**config.mk**
```make
export PLATFORM = sky130hd
export DESIGN_NAME = nibble_serial_add_ctrl
export DESIGN_NICKNAME = d
export VERILOG_FILES = /design/src/rtl/nibble_serial_add_ctrl.sv
export SDC_FILE = /design/constraint.sdc
export NUM_CORES = 1
export LEC_CHECK = 0
export ABC_AREA = 1
export CORE_ASPECT_RATIO = 0.7
export CORE_UTILIZATION = 39
export DETAILED_ROUTE_END_ITERATION = 10
export DONT_BUFFER_PORTS = 1
export HOLD_SLACK_MARGIN = 0.12
export PLACE_DENSITY = 0.56
export SLEW_MARGIN = 20
export SYNTH_ARGS = -nofsm -noshare
export SYNTH_HDL_FRONTEND = slang
export SYNTH_SLANG_ARGS = --single-unit
```
**constraint.sdc**
```tcl
create_clock -name clk -period 2.8 [get_ports clk]
set_clock_uncertainty 0.05 [all_clocks]
set_input_delay 0.56 -clock clk [delete_from_list [all_inputs] [get_ports clk]]
set_output_delay 0.56 -clock clk [all_outputs]
set_load 0.01 [all_outputs]
```
**src/rtl/nibble_serial_add_ctrl.sv**
```systemverilog
// nibble_serial_add_ctrl: nibble-serial adder (optionally subtractor) with valid/ready handshake.
//   ripple_carry_addr : 4-bit ripple-carry adder (a_i, b_i, c_i -> s_o, c_o).
//   nibble_serial_add_ctrl ports:
//     clk, rst_n                  clock, asynchronous active-low reset
//     in_valid/in_ready, A, B, Cin  operand handshake (Sub too when NIBBLE_SERIAL_SUB_EN is defined)
//     out_valid/out_ready, Sum, Cout, Ovf  result handshake
//   NIBBLE_SERIAL_SUB_EN: adds input Sub; Sub=1 computes A-B-!Cin by feeding ~B to the adder.

module ripple_carry_addr (
    input  logic [3:0] a_i,
    input  logic [3:0] b_i,
    input  logic       c_i,
    output logic [3:0] s_o,
    output logic       c_o
);
    logic [4:0] c;
    assign c[0] = c_i;
    for (genvar g = 0; g < 4; g++) begin : g_fa
        assign s_o[g]   = a_i[g] ^ b_i[g] ^ c[g];
        assign c[g + 1] = (a_i[g] & b_i[g]) | (c[g] & (a_i[g] ^ b_i[g]));
    end
    assign c_o = c[4];
endmodule

module nibble_serial_add_ctrl #(
    parameter int WIDTH = 16
) (
    input  logic             clk,
    input  logic             rst_n,
    input  logic             in_valid,
    output logic             in_ready,
    input  logic [WIDTH-1:0] A,
    input  logic [WIDTH-1:0] B,
    input  logic             Cin,
`ifdef NIBBLE_SERIAL_SUB_EN
    input  logic             Sub,
`endif
    output logic             out_valid,
    input  logic             out_ready,
    output logic [WIDTH-1:0] Sum,
    output logic             Cout,
    output logic             Ovf
);
    localparam int N  = WIDTH / 4;
    localparam int KW = $clog2(N + 1);
    localparam logic [KW-1:0] LAST = KW'(N);

    typedef enum logic [1:0] {IDLE, RUN, DONE} state_t;

    state_t           state_q;
    logic [WIDTH-1:0] a_q, b_q, sum_q, b_eff_d;
    logic             a_msb_q, b_msb_q, carry_q, cout_q, ovf_q, out_valid_q;
    logic [KW-1:0]    k_q;
    logic [3:0]       nib_s;
    logic             nib_c;

`ifdef NIBBLE_SERIAL_SUB_EN
    assign b_eff_d = Sub ? ~B : B;
`else
    assign b_eff_d = B;
`endif

    // Operands shift right one nibble per cycle so the adder always sees bits [3:0];
    // the sign bits are kept aside for the overflow decision.
    ripple_carry_addr u_add (
        .a_i(a_q[3:0]),
        .b_i(b_q[3:0]),
        .c_i(carry_q),
        .s_o(nib_s),
        .c_o(nib_c)
    );

    always_ff @(posedge clk or negedge rst_n) begin
        if (!rst_n) begin
            state_q     <= IDLE;
            a_q         <= '0;
            b_q         <= '0;
            sum_q       <= '0;
            a_msb_q     <= 1'b0;
            b_msb_q     <= 1'b0;
            carry_q     <= 1'b0;
            cout_q      <= 1'b0;
            ovf_q       <= 1'b0;
            out_valid_q <= 1'b0;
            k_q         <= '0;
        end else begin
            case (state_q)
                IDLE: if (in_valid) begin
                    a_q     <= A;
                    b_q     <= b_eff_d;
                    a_msb_q <= A[WIDTH-1];
                    b_msb_q <= b_eff_d[WIDTH-1];
                    carry_q <= Cin;
                    k_q     <= '0;
                    state_q <= RUN;
                end
                RUN: if (k_q == LAST) begin
                    // All nibbles written; this extra cycle registers the flags.
                    cout_q      <= carry_q;
                    ovf_q       <= (a_msb_q == b_msb_q) && (sum_q[WIDTH-1] != a_msb_q);
                    out_valid_q <= 1'b1;
                    state_q     <= DONE;
                end else begin
                    sum_q[4*k_q +: 4] <= nib_s;
                    carry_q           <= nib_c;
                    a_q               <= a_q >> 4;
                    b_q               <= b_q >> 4;
                    k_q               <= k_q + KW'(1);
                end
                DONE: if (out_ready) begin
                    out_valid_q <= 1'b0;
                    state_q     <= IDLE;
                end
                default: state_q <= IDLE;
            endcase
        end
    end

    assign in_ready  = (state_q == IDLE);
    assign out_valid = out_valid_q;
    assign Sum       = sum_q;
    assign Cout      = cout_q;
    assign Ovf       = ovf_q;
endmodule

```
* Yosys cells after proc, flatten, opt, wreduce, memory -nomap -nowiden
Cells that the tools add are included.
Operators by class: $add $sub $neg 2, equality and inequality tests 9, shift operators 2, multiplexer cells 20, bitwise logic cells 21, reductions and logical operators 10
Operators with widths (count):
- two-way mux 16 bit | 4
- case mux 16 bit (2 select lines) | 2
- negation 5 -> 34 bit | 1
- variable shift 4 x 34 -> 16 bit (first input constant) | 1
- variable part select 4 x 34 -> 16 bit | 1
- bitwise mux 16 bit | 1
- AND reduction 3 bit | 3
- bitwise AND 1 bit | 8
- inequality test 2 bit (second input constant) | 4
- bitwise XOR 1 bit | 8
- two-way mux 2 bit | 3
- two-way mux 3 bit | 2
- case mux 2 bit (3 select lines) | 1
- case mux 3 bit (2 select lines) | 1
- AND reduction 2 bit | 3
- two-way mux 1 bit | 4
- OR 1 bit | 4
- case mux 1 bit (2 select lines) | 2
- nonzero test 2 bit | 2
- adder 3 x 1 -> 3 bit (second input constant) | 1
- equality test 3 bit (second input constant) | 1
- equality test 2 x 1 -> 1 bit (second input constant) | 1
- equality test 2 bit (second input constant) | 1
- logical NOT 2 bit | 1
- 4 further kinds | 4
Storage, ports and cells: flip-flop bits (word level) 59, input bits 37, logic and storage cells 75

* Logic depth before layout (Yosys ltp)
depth in word-level cells 11, gate-level depth with buffers 12, mapped depth without buffers 12

* Hierarchy
Synthesis repeated with hierarchy kept, for this count alone.
Second synthesis, totals: cell total of the unflattened synthesis 370, area, all modules 2940.3 µm²
Modules (own cells, without submodules):
- nibble_serial_add_ctrl | instances 1, cells an instance 356, area each 2822.7 µm², sequential area each 1476.4 µm²
- ripple_carry_addr | instances 1, cells an instance 14, area each 117.6 µm², sequential area each 0.0 µm²

* Worst setup path before layout
No wires, ideal clock.
path kind reg-to-reg, from register a_q[0], to register sum_q[11], in the netlist Sum[11], arrival time 2.091 ns, setup slack 0.541 ns, stages on the path, launching flop included 12, path buffers 0, clock period less this slack 2.259 ns, cell sequence dfrtp_1 inv_1 fa_1 inv_1 fa_1 inv_1 fa_1 inv_1 fa_1 a21boi_0 nand3_1 nand2_1
Between the ends: word-level cells in the longest chain between the ends 10
RTL lines:
- start: declaration | line 51 | logic [WIDTH-1:0] a_q, b_q, sum_q, b_eff_d;
- start signal: assignment | line 106 | a_q <= a_q >> 4;
- bitwise XOR 1 bit | line 19, 20
- bitwise AND 1 bit | line 20 | assign c[g + 1] = (a_i[g] & b_i[g]) | (c[g] & (a_i[g] ^ b_i[g]));
- OR 1 bit | line 20
- bitwise AND 1 bit | line 20
- OR 1 bit | line 20
- bitwise AND 1 bit | line 20
- OR 1 bit | line 20
- bitwise XOR 1 bit | line 19 | assign s_o[g] = a_i[g] ^ b_i[g] ^ c[g];
- variable part select 4 x 34 -> 16 bit * | line 104 | sum_q[4*k_q +: 4] <= nib_s;
- bitwise mux 16 bit * | line 104
- end signal: indexed assignment | line 104
- end: declaration | line 51
Mark *: on every way between the ends. The rest lies on a longest branch, timed or not. A chain may end at the register's enable or synchronous reset.

* Worst setup path after layout
from register a_q[0], to register sum_q[7], in the netlist Sum[7]
The elaborated chain is that of the path after synthesis.

==> summary.md <==
| Metric | Value |
|---|---|
| Status | finished, final reports clean |
| Clock transition at the registers of the reported paths | 70 ps |
| Flops & latches, synth | 59 |
| Root Buffer | clkbuf_8 |
| Overall routing resource usage | between 10% and 20% |
| Total number of vias | roughly 2200 |
| Sequential fraction of the synthesis area | approximately half |
| Slew Viols, Final | 0 |
| GR Overflow Total | 0 |
| Number of buffers added on ports | 0 |
| DRT iter0 DRCs | ~110 |
| Die H | 73.8 um |
| Total CTS buffers | 9 |
| Post-route ant nets | 0 |
| Final TNS setup | 0 ps |
| Initial Util | between 40% and 50% |
| Final GP Congestion | 0.853 |
| Largest net degree at the start of global routing | 60 |
| Unrepaired setup endpoints after global routing | no |
| Sink Count | 59 |
| Ys async rst share | 100% |
| Placed Instances | 440 |
| Die X | around 100 um |
| Worst R2R Setup Slack | 400 ps |
| Post-route clock period utilization | 85.6% |
| Setup crit start kind | flip-flop |
| Routed len/inst | approximately 14 um |
| Commonest cells in the synthesized netlist | 113 x nand2_1, 59 x dfrtp_1, 47 x inv_1, 46 x o21ai_0, 23 x nand3_1 |
| Vias per cell | 4.78 |
| Placed wire-length estimate | 4280 um |
| Synthesized area per cell | 8.17 um^2 |
| Fill cells | 702 |
| Initial antenna violation count | 0 |
| CP Max Fanout | 3 |
| First-pass GRT wire length | roughly 11000 um |
| Maximum vdd ir drop | 0.358 mV |
| # H-tree levels | 3 |
| Routed WL | 6190 um |
| Synth Flop Type | dfrtp_1 |
| Multi-input gate area | 1140 um^2 |
| CTS tree | built |
| Vias in the first global route | ~2200 |
| Die area | 7730 um^2 |
| Maxcap violations | 0 |
| Area leader, netlist | dfrtp_1 |
| Crit end category | flip-flop |
| Number of cell rows | 25 |
| Yosys top cell area share | 51.3% |
| Worst Path Required | between 2000 and 3000 ps |
| Fin nets | 407 |
| Leakage | about 0.0016 uW |
| Slew HR | between 60% and 70% |
| Core area | 6940 um^2 |
| Hold WC Path Type | in -> reg |
| Count leader, synth | nand2_1 |
| Endpoints failing setup | 0 |
| Clock Latency Late Sink | 330 ps |
| Top post-synthesis cells by area | dfrtp_1 51%, nand2_1 15%, o21ai_0 8.0% |
| Worst Path Class, Setup | reg -> reg |
| PwrDens | around 1300 nW/um^2 |
| Worst slew pin tran | about 520 ps |
| Arr. time, crit path | 2570 ps |
| I/O pin count | 57 |
| Ant diodes | 0 |
| Layout cells sized above 1 | 6.87% |
| DRC | 0 |
| Area grow syn2layout | 12.4% |
| Synthesis warning total | 0 |
| 1st-pass router iterations | 4 |
| Post-synth EDFFs | 0 |
| Setup WS pre-CTS | 405 ps |
| Hold Fails Final Rpt | 0 |
| Cells after synthesis | 352 |
| Post-CTS resize count | 0 |
| Seq. cell area | around 1500 um^2 |
| Max Root-Sink Buffers | 2 |
| Mapped Area | roughly 2900 um^2 |
| Max Clk Rate | about 420 MHz |
| Finished Layout Cells | approximately 460 |
| Synth Net Count | 400 |
| Minimum clock period | around 2400 ps |
| Worst setup slack after layout | ~400 ps |
| Post-synth cell types | 22 |
-- cells by family (layout without fill, tap and decap cells) --
logic type / Yosys count / in the layout / share of synthesized area [%]
DFF: 59 / 59 / 51.3
and+or+nand+nor: 156 / 156 / 22.1
adders and majority gates: 11 / 11 / 5.83
AOI/OAI and AO/OA: 65 / 65 / 11.6
buffers and inverters: 61 / 73 / 9.14
-- worst max-delay path: stages, from the launching register on --
cell and delay, ps:
dfrtp_1 320, inv_1 70, fa_1 410, inv_1 70, fa_1 150, inv_1 40, fa_1 350, inv_1 70
fa_1 460, nand2_1 100, inv_1 60, nand3_1 80, nand2_1 60
-- sequential cells by signal (all words and copies together) (netlist names) --
name and count:
Cout 1, carry_q 1, a_msb_q 1, state_q 2, Sum 16, k_q 3, Ovf 1, out_valid 1
a_q 16, b_msb_q 1, b_q 16
-- worst paths after layout --
kind                            from    endpoint  cells after the start
max                           a_q[0]      Sum[7]                     12
min                        out_ready  state_q[1]                      1
max reg2reg                   a_q[0]      Sum[7]                     12
min reg2reg                  b_q[12]     b_q[12]                      2
max in group asynchronous      rst_n     Sum[12]                      2
min in group asynchronous      rst_n     a_q[13]                      2
-- through the flow --
| step | util, % | power [uW] | hold WS [ps] | area, um^2 |
|---|---|---|---|---|
| floorplan | - | 2800 | 214 | 2880 |
| finish | 46.6 | 4110 | 271 | 3230 |
| global placement | 42.7 | 3190 | 216 | 2970 |
| CTS | 46.6 | 4160 | 250 | 3230 |
| global route | 46.6 | 4530 | 245 | 3230 |
| detailed placement | 42.7 | 3230 | 216 | 2970 |
-- cell type report --
type,count,area share (%)
sequential,59,45.7
multi-input combinational,232,35.1
timing repair buffer,7,2.71
clock buffer,12,4.80
tap,94,3.64
inverter,50,5.80
clock inverter,4,2.24
-- cells in the final DEF, fill, tap and decap left out, types with 2 or more instances in the layout --
| cell | Yosys | routed |
|---|---|---|
| o21ai_1 | 12 | 12 |
| nor3_1 | 2 | 2 |
| nand2_2 | 2 | 2 |
| clkbuf_8 | 0 | 11 |
| a21boi_0 | 2 | 2 |
| nand2_1 | 113 | 113 |
| nor2_1 | 13 | 13 |
| fa_1 | 4 | 4 |
| o21ai_0 | 46 | 46 |
| dfrtp_1 | 59 | 59 |
| bufinv_16 | 0 | 2 |
| nand3_1 | 23 | 23 |
| ha_1 | 7 | 7 |
| a21oi_1 | 3 | 3 |
| inv_1 | 47 | 47 |
| clkinv_1 | 3 | 3 |
| buf_4 | 0 | 4 |
-- what timing repair did --
| item | CTS | global route |
|---|---|---|
| endpoints found under the setup margin | 0 | 0 |
| endpoints found under the hold margin | 59 | 0 |
| hold buffers | 2 | 0 |
| setup buffers | 0 | 0 |
-- power breakdown --
group	switching, uW	internal [uW]	leakage [uW]
registers	242	1210	0.000767
logic	1190	594	0.000732
clock network	330	549	0.000113
-- routing by layer --
layer	track usage (%)	share of wire, %	up-vias
li1	-	-	1117
met1	26.0	52	1006
met2	24.9	40	63
met3	7.28	6.9	4
met4	6.10	0.60	0
met5	0	0	-
Note: power is estimated with default switching activity, not from simulation.
